==> config.mk <==
export PLATFORM = sky130hd
export DESIGN_NAME = sequence_player
export DESIGN_NICKNAME = d
export VERILOG_FILES = /design/src/rtl/genius_pkg.sv /design/src/rtl/sequence_player_cycle_timer.sv /design/src/rtl/sequence_player.sv
export SDC_FILE = /design/constraint.sdc
export NUM_CORES = 1
export LEC_CHECK = 0
export BUFFER_PORTS_ARGS = -buffer_cell sky130_fd_sc_hd__buf_2
export CAP_MARGIN = 15
export CORE_UTILIZATION = 60
export CTS_BUF_LIST = sky130_fd_sc_hd__clkbuf_2
export DETAILED_ROUTE_END_ITERATION = 10
export GPL_ROUTABILITY_DRIVEN = 1
export PLACE_DENSITY_LB_ADDON = 0.15
export REMOVE_ABC_BUFFERS = 1
export SLEW_MARGIN = 25
export SYNTH_ARGS = -nofsm -noshare
export SYNTH_HDL_FRONTEND = slang
export SYNTH_HIERARCHICAL = 1
export SYNTH_SLANG_ARGS = --single-unit
export TNS_END_PERCENT = 30
==> constraint.sdc <==
create_clock -name clock -period 4.05 [get_ports clock]
set_input_delay 0.6075 -clock clock [delete_from_list [all_inputs] [get_ports clock]]
set_output_delay 0.6075 -clock clock [all_outputs]
set_load 0.02 [all_outputs]
==> src/rtl/genius_pkg.sv <==
// genius_pkg
// Shared definitions for the Genius game datapath: symbol and pattern-index
// widths, the highest playable level, the symbol encodings and the state
// encoding used by the sequence player.
// No ports (package).
package genius_pkg;

  localparam int SYM_W     = 2;
  localparam int IDX_W     = 4;
  localparam int MAX_LEVEL = (1 << IDX_W) - 1;

  localparam logic [SYM_W-1:0] SYM_0 = SYM_W'(0);
  localparam logic [SYM_W-1:0] SYM_1 = SYM_W'(1);
  localparam logic [SYM_W-1:0] SYM_2 = SYM_W'(2);

  typedef enum logic [2:0] {
    ST_IDLE,
    ST_FETCH,
    ST_ON,
    ST_GAP,
    ST_DONE
  } player_state_e;

  // Used to size the shared on/gap timer from the larger of the two periods.
  function automatic int max_int(input int a, input int b);
    return (a > b) ? a : b;
  endfunction

endpackage

==> src/rtl/sequence_player_cycle_timer.sv <==
// cycle_timer
// Loadable down-counter used to time the on and gap phases of playback.
// Ports:
//   clock         in   system clock, rising edge
//   reset         in   synchronous, active-low
//   load_i        in   load load_value_i into the counter (wins over enable_i)
//   load_value_i  in   W  value to load
//   enable_i      in   count down while high
//   expired_o     out  high in the last counted cycle (count==1 with enable)
module cycle_timer #(
  parameter int W = 8
) (
  input  logic         clock,
  input  logic         reset,
  input  logic         load_i,
  input  logic [W-1:0] load_value_i,
  input  logic         enable_i,
  output logic         expired_o
);

  logic [W-1:0] count_q;
  logic [W-1:0] count_d;

  // Saturate at zero so an idle enabled timer never wraps around.
  always_comb begin
    count_d = count_q;
    if (load_i) begin
      count_d = load_value_i;
    end else if (enable_i && (count_q != '0)) begin
      count_d = count_q - 1'b1;
    end
  end

  always_ff @(posedge clock) begin
    if (!reset) begin
      count_q <= '0;
    end else begin
      count_q <= count_d;
    end
  end

  assign expired_o = enable_i && (count_q == W'(1));

endmodule

==> src/rtl/sequence_player.sv <==
// sequence_player
// Timed playback controller for the Genius game. On start it walks the
// stored pattern from index 0 up to the latched level, fetching each symbol,
// showing it for ON_CYCLES and blanking the display for GAP_CYCLES.
// Optional feature macro: SEQ_PLAYER_PAUSE_EN adds a pause input that
// freezes the ON and GAP phases while held high.
// Ports:
//   clock       in   system clock, rising edge
//   reset       in   synchronous, active-low
//   start       in   playback request, only honoured in IDLE
//   abort       in   cancel playback, back to IDLE without done
//   pause       in   (SEQ_PLAYER_PAUSE_EN only) freeze timer in ON/GAP
//   level       in   IDX_W  last index to play, latched on start
//   sym         in   SYM_W  symbol read from pattern storage
//   seq_index   out  IDX_W  pattern storage address
//   show_valid  out  display enable
//   show_sym    out  SYM_W  symbol to display
//   busy        out  high whenever not IDLE
//   done        out  one-cycle pulse at the end of playback
module sequence_player
  import genius_pkg::*;
#(
  parameter int ON_CYCLES  = 25_000_000,
  parameter int GAP_CYCLES = 12_500_000,
  parameter int IDX_W      = genius_pkg::IDX_W,
  parameter int SYM_W      = genius_pkg::SYM_W
) (
  input  logic             clock,
  input  logic             reset,
  input  logic             start,
  input  logic             abort,
`ifdef SEQ_PLAYER_PAUSE_EN
  input  logic             pause,
`endif
  input  logic [IDX_W-1:0] level,
  input  logic [SYM_W-1:0] sym,
  output logic [IDX_W-1:0] seq_index,
  output logic             show_valid,
  output logic [SYM_W-1:0] show_sym,
  output logic             busy,
  output logic             done
);

  localparam int TW = $clog2(max_int(ON_CYCLES, GAP_CYCLES) + 1);

  player_state_e    state_q;
  logic [IDX_W-1:0] lvl_q;
  logic [IDX_W-1:0] seq_index_q;
  logic             show_valid_q;
  logic [SYM_W-1:0] show_sym_q;
  logic             busy_q;
  logic             done_q;

  logic             run;
  logic             timer_load;
  logic [TW-1:0]    timer_load_value;
  logic             timer_enable;
  logic             timer_expired;

`ifdef SEQ_PLAYER_PAUSE_EN
  assign run = !pause;
`else
  assign run = 1'b1;
`endif

  // The timer only counts in the two timed phases; the ON period is armed as
  // FETCH exits and the GAP period is armed on the same edge ON expires.
  assign timer_enable     = ((state_q == ST_ON) || (state_q == ST_GAP)) && run;
  assign timer_load       = (state_q == ST_FETCH) || ((state_q == ST_ON) && timer_expired);
  assign timer_load_value = (state_q == ST_FETCH) ? TW'(ON_CYCLES) : TW'(GAP_CYCLES);

  cycle_timer #(
    .W(TW)
  ) u_timer (
    .clock       (clock),
    .reset       (reset),
    .load_i      (timer_load),
    .load_value_i(timer_load_value),
    .enable_i    (timer_enable),
    .expired_o   (timer_expired)
  );

  // Playback FSM with all outputs registered. abort is checked ahead of the
  // per-state work so it wins over start, pause and timer expiry; seq_index
  // deliberately keeps its value on abort.
  always_ff @(posedge clock) begin
    if (!reset) begin
      state_q      <= ST_IDLE;
      lvl_q        <= '0;
      seq_index_q  <= '0;
      show_valid_q <= 1'b0;
      show_sym_q   <= '0;
      busy_q       <= 1'b0;
      done_q       <= 1'b0;
    end else begin
      done_q <= 1'b0;
      case (state_q)
        ST_IDLE: begin
          if (start && !abort) begin
            lvl_q       <= level;
            seq_index_q <= '0;
            busy_q      <= 1'b1;
            state_q     <= ST_FETCH;
          end
        end
        ST_FETCH: begin
          if (abort) begin
            busy_q  <= 1'b0;
            state_q <= ST_IDLE;
          end else begin
            show_sym_q   <= sym;
            show_valid_q <= 1'b1;
            state_q      <= ST_ON;
          end
        end
        ST_ON: begin
          if (abort) begin
            show_valid_q <= 1'b0;
            busy_q       <= 1'b0;
            state_q      <= ST_IDLE;
          end else if (timer_expired) begin
            show_valid_q <= 1'b0;
            state_q      <= ST_GAP;
          end
        end
        ST_GAP: begin
          if (abort) begin
            busy_q  <= 1'b0;
            state_q <= ST_IDLE;
          end else if (timer_expired) begin
            if (seq_index_q == lvl_q) begin
              done_q  <= 1'b1;
              state_q <= ST_DONE;
            end else begin
              seq_index_q <= seq_index_q + 1'b1;
              state_q     <= ST_FETCH;
            end
          end
        end
        ST_DONE: begin
          busy_q  <= 1'b0;
          state_q <= ST_IDLE;
        end
        default: begin
          show_valid_q <= 1'b0;
          busy_q       <= 1'b0;
          state_q      <= ST_IDLE;
        end
      endcase
    end
  end

  assign seq_index  = seq_index_q;
  assign show_valid = show_valid_q;
  assign show_sym   = show_sym_q;
  assign busy       = busy_q;
  assign done       = done_q;

endmodule

# After elaboration in Yosys (flattened, before gate mapping)
# Cells that the tools add are included.
dict set report op_classes {
  shifts 0
  reduce_logical 20
  n_eq_ne 14
  mul 0
  order_cmp 0
  muxes 24
  n_addsub 2
  bitwise_logic 5
  n_div 0
}
# cell count
set op_table {}
lappend op_table {{2-to-1 mux 25 bit} 3}
lappend op_table {{== test 25 x 1 -> 1 bit, second input constant} 1}
lappend op_table {{nonzero test 25 bit} 1}
lappend op_table {{subtractor 25 x 1 -> 25 bit, second input constant} 1}
lappend op_table {{2-to-1 mux 3 bit} 6}
lappend op_table {{2-to-1 mux 4 bit} 4}
lappend op_table {{one-hot mux 3 bit (4 select lines)} 1}
lappend op_table {{inequality test 2 bit, second input constant} 5}
lappend op_table {{one-hot mux 4 bit (2 select lines)} 1}
lappend op_table {{== test 3 x 2 -> 1 bit, second input constant} 2}
lappend op_table {{2-to-1 mux 1 bit} 6}
lappend op_table {{inequality test 3 bit, second input constant} 2}
lappend op_table {{AND reduction 2 bit} 3}
lappend op_table {{AND reduction 3 bit} 2}
lappend op_table {{OR reduction 3 bit} 2}
lappend op_table {{inverter 1 bit} 5}
lappend op_table {{AND reduction 5 bit} 1}
lappend op_table {{adder 4 x 1 -> 4 bit, second input constant} 1}
lappend op_table {{== test 4 bit} 1}
lappend op_table {{logical AND 1 bit} 4}
lappend op_table {{nonzero test 2 bit} 2}
lappend op_table {{OR reduction 4 bit} 1}
lappend op_table {{== test 3 x 1 -> 1 bit, second input constant} 1}
lappend op_table {{== test 3 bit, second input constant} 1}
lappend op_table {{7 further kinds} 8}
dict set report word_totals {
  out_inout_bits 9
  latchBits 0
  mem_bits_rw 0
  mem_bits_ro 0
  regBits 41
  in_bits 10
  n_memories 0
}

# Longest topological paths before layout
dict set report logic_depth {
  word_depth 6
  mapped_depth 12
}

# Modules after synthesis
# Netlist, hierarchy kept.
# module cells_per_inst n_inst area_each_um2
set by_module_without_submodules {}
lappend by_module_without_submodules {cycle_timer 181 1 1500.2}
lappend by_module_without_submodules {sequence_player 91 1 817.0}

# Least setup slack after synthesis
# No wires, ideal clock.
dict set report synth_timing {
  path_type {register to register}
  from {register u_timer.count_q[2]}
  to {register u_timer.count_q[3]}
  path_buffers 3
  slack_ns 0.976
  period_less_slack_ns 3.074
  setup_time_ns 0.137
  stages_incl_launch_ff 13
  required_time_ns 3.913
  arrival_ns 2.937
  path_cell_list {dfxtp_1 or4_1 buf_2 nor3_2 nand3_1 nor3_1 nand3b_1 a21oi_1 clkbuf_1 clkinv_1 clkbuf_1 o21ai_0 a31oi_1}
}
dict set report synth_via {
  elab_chain_len 5
  elab_cells_between_ends 10
  classes_between {1 x add/sub; 1 x eq/ne; 2 x mux; 6 x reduce/logical}
}
# element line
set synth_lines {}
lappend synth_lines {{from (decl)} sequence_player_cycle_timer.sv:21} ;# logic [W-1:0] count_q;
lappend synth_lines {{from (signal assigned)} sequence_player_cycle_timer.sv:38} ;# count_q <= count_d;
lappend synth_lines {{== test 25 x 1 -> 1 bit *} sequence_player_cycle_timer.sv:42} ;# assign expired_o = enable_i && (count_q == W'(1));
lappend synth_lines {{logical AND 1 bit *} sequence_player_cycle_timer.sv:42}
lappend synth_lines {{net timer_expired} sequence_player.sv:58} ;# logic timer_expired;
lappend synth_lines {{logical AND 1 bit *} sequence_player.sv:69} ;# assign timer_load = (state_q == ST_FETCH) || ((state_q == ST_ON) && timer_expired);
lappend synth_lines {{logical OR 1 bit *} sequence_player.sv:69}
lappend synth_lines {{net timer_load} sequence_player.sv:55} ;# logic timer_load;
lappend synth_lines {{2-to-1 mux 25 bit / nonzero test 2 bit (equally long branches)} n/a}
# The timed path passes the listed nets; every way through them passes the cells marked *. The select of a mux whose other input is x is not followed.
# A chain may end at the register's enable or synchronous reset.

# Worst setup path in the final report
dict set report layout_timing {
  from {register u_timer.count_q[2]}
  to {register u_timer.count_q[16]}
}
# The elaborated chain is that of the path after synthesis.

==> key figures <==
Synthesis
  • Primary FF master, synth: dfxtp_1
  • Top post-synthesis cells by area: dfxtp_1 (35%), o21ai_0 (6.3%), or4_1 (4.5%), a31oi_1 (4.0%), or3_1 (3.5%)
  • Cell taking the most area after synthesis: dfxtp_1
  • Ys async rst share: 0%
  • Synth Register Bits: 41
  • Top cell type's share of synthesized area: 35.4%
  • Ys Warns: 6
  • Seq/Total Area, Yosys: 35.4%
  • Yosys cell types: 48
  • Synthesized area per cell: 8.52 sq um
  • Post-Syn Area: approximately 2300 sq um
  • Number of enable flip-flop cells after synthesis: 0
  • Synth Instances: 272

Power and ir drop
  • Reg power frac: 56.0%
  • Net Sw Frac: 33.4%
  • Lkg Pwr: 0.994 nW
  • Clk pwr share: between 20% and 30%
  • Max VDD drop: between 0.2 and 0.25 mV
  • Net Switching: 267 uW
  • Combinational share of power: 23.0%
  • Power Total: 800 uW
  • PD cells: 317 nW/um^2
  • P_int: about 530 uW

Clock network
  • H-tree depth: 2
  • Num CTS Buffers: 5
  • CTS Hold Buffers Added: 0
  • Maximum clock path buffer count: 2
  • Clk sinks: 41
  • Clk_lat worst skew: 410 ps
  • CTS root buf: clkbuf_2
  • Worst-path clk slew: 190 ps
  • Post_cts resized: 0
  • CTS tree: yes
  • Setup bufs post-CTS: 0

Finish
  • Area growth, synth to finish: 8.80%
  • Ratio of cells with drive above 1 in the final layout: approximately 13%
  • Nets: roughly 310
  • Layout Cells excl Fill: 348
  • Fillcell total: 327
  • # diodes: 0

Setup path
  • WS Path Type: register to register
  • Worst R2R Start: u_timer/count_q[2]$_SDFFE_PN0P_
  • Slowest CP cell: or4_1
  • CP Data Required Time: 4380 ps
  • Crit path from: u_timer/count_q[2]$_SDFFE_PN0P_
  • Worst R2R Setup Slack: 690 ps
  • Critical path cell sequence: or4_1 -> nor3_2 -> nand3_1 -> nor3_1 -> nand3b_1 -> a21oi_1 -> buf_4 -> clkinv_1 -> buf_4 -> and4_1 -> nor3_1
  • Critical Path Max Stage Delay: 640 ps
  • Maximum fanout along the worst path: 45
  • FF-to-FF End: u_timer/count_q[16]$_SDFFE_PN0P_
  • CP delay by family, top: simple AND/OR/NAND/NOR gates
  • Buf/Inv on CP: 3
  • Register-to-Register Path Depth: 11
  • Nature of the critical path endpoint: register
  • Critical Path Start Type: register
  • Critical path arrival: 3690 ps

Global routing
  • Initial antenna violation count: 0
  • First-pass GRT wire length: 8.63 mm
  • Grt total ovfl: 0
  • Gr usage total: 26.9%
  • Vias in the first global route: around 1.9k
  • Largest net degree at the start of global routing: 46

Drt
  • Vias: 2138
  • DR vias/cell: between 6 and 7
  • Drt total wl: around 5 mm
  • WL per Instance: 14.1 um
  • Routed Antenna Nets: 0
  • Router iterations before antenna repair: 4
  • DRT iter0 DRCs: 129
  • Drc violations: 0

Place
  • Post-DP HPWL: roughly 3.3 mm
  • Cells after DPL: roughly 340
  • Gpl congestion: 0.800
  • Port bufs: 18

Floorplanning
  • I/O pin count: 19
  • Core ar.: 3690 sq um
  • # rows: 22
  • Die area: just over 4000 sq um
  • Die height: 64.1 um
  • Die boundary width: about 64 um
  • Starting Density: between 60% and 70%

STA
  • Setup TNS: 0 ps
  • Final Critical Period: 3360 ps
  • Max frequency: between 0.2 and 0.3 GHz
  • RSZ-0062 raised after global routing: false
  • Worst-margin pin slew: 687 ps
  • Max-slew headroom: 54.2%
  • Final period util: slightly above 80%
  • Final setup fails: 0
  • Final hold viol count: 0
  • Max-slew violations: 0
  • Clk_skew: 14.3 ps

Hold path
  • Worst Hold Endpoint: show_sym[1]$_SDFFE_PN0P_
  • Worst hold path type: input port to register
  • Min-delay src: sym[1]
  • Worst hold stages: 3

Run
  • Max cap viols: 0

Run status
  • Status: finished, final reports clean
==> registers in the layout, summed over array words and instances, names as in the netlist <==
name and count:
lvl_q 4, u_timer/count_q 25, show_valid 1, busy 1
state_q 3, seq_index 4, show_sym 2, done 1
==> per-layer routing <==
| metal | vias to the layer above | global-route usage (%) | share of wire, % |
|---|---|---|---|
| met5 | - | 0 | 0 |
| met4 | 0 | 8.33 | 1.3 |
| met3 | 6 | 5.89 | 3.5 |
| met2 | 35 | 40.8 | 43 |
| met1 | 1007 | 37.8 | 52 |
| li1 | 1090 | - | - |
==> cells in the final DEF, fill, tap and decap left out, drive strengths merged, types with 6 or more instances in the layout <==
cell type / count
nor2b: 9
or4: 15
o31ai: 9
a31oi: 15
nor4: 6
dfxtp: 41
a21oi: 7
mux2i: 8
clkbuf: 6
nand3: 11
conb: 15
o21ai: 29
nand4: 6
or3: 13
nand2: 6
nor3: 7
xor2: 7
nand2b: 6
nor2: 15
buf: 21
==> final cells by class <==
cell class / count / area [sq um] / share of cell area [%]
Timing Repair Buffer: 21 / 113 / 4.47
Clock inverter: 1 / 3.75 / 0.149
Inverter: 5 / 18.8 / 0.744
Sequential cell: 41 / 821 / 32.6
Tap cell: 48 / 60.1 / 2.38
Clock buffer: 6 / 30.0 / 1.19
Multi-Input combinational cell: 226 / 1480 / 58.5
==> power by group through the flow <==
stage               registers, mW  logic (mW)  clock network [mW]
floorplan                   0.453       0.134                   0
global placement            0.455       0.177                   0
detailed placement          0.456       0.180                   0
CTS                         0.448       0.181               0.174
global route                0.453       0.206               0.189
finish                      0.448       0.184               0.169
==> through the flow <==
stage                     util [%]  setup WS, ps  area (sq um)  hold slack, ps
final                         68.4           692          2520             409
after global routing          68.4           330          2520             390
after CTS                     68.4           712          2520             398
after detailed placement      67.4           786          2490             476
after global placement        67.4           913          2490             459
after floorplan                  -           364          2310             465
==> logic make-up after synthesis <==
| group | Yosys count | share of synthesized area (%) |
|---|---|---|
| adder cells (fa/ha/maj) | 4 | 2.16 |
| buffers and inverters | 18 | 3.02 |
| AND/OR/NAND/NOR | 111 | 29.3 |
| AO/OA/AOI/OAI | 78 | 22.6 |
| flip-flops | 41 | 35.4 |
| other | 2 | 0.324 |
| XOR/XNOR | 10 | 3.78 |
| multiplexers | 8 | 3.46 |
==> Yosys cell counts, types with 3 or more instances <==
master    number
a21boi_1       3
a21oi_1        7
a31oi_1       15
and2_1         3
and4_1         4
clkbuf_1      11
dfxtp_1       41
ha_1           4
inv_1          4
mux2i_1        8
nand2_1        6
nand2b_1       6
nand3_1       11
nand4_1        6
nor2_1        15
nor2b_1        9
nor3_1         5
nor4_1         5
o21ai_0       29
o31a_1         3
o31ai_1        8
or2_2          3
or3_1         13
or4_1         14
xnor2_1        3
xor2_1         7
==> worst max-delay path by stage <==
stage / depth (start not counted) / end / slack [ps]
finish: 11 / u_timer/count_q[16]$_SDFFE_PN0P_ / 690
global route: 11 / u_timer/count_q[16]$_SDFFE_PN0P_ / 330
CTS: 11 / u_timer/count_q[16]$_SDFFE_PN0P_ / 710
detailed placement: 11 / u_timer/count_q[16]$_SDFFE_PN0P_ / 790
global placement: 11 / u_timer/count_q[16]$_SDFFE_PN0P_ / 910
floorplan: 9 / u_timer/count_q[16]$_SDFFE_PN0P_ / 360
==> tightest hold or removal path, stage by stage <==
cell and delay [ps]:
buf_2 90, nand2_1 50, a21boi_1 50
(Power assumes the default switching activity.)
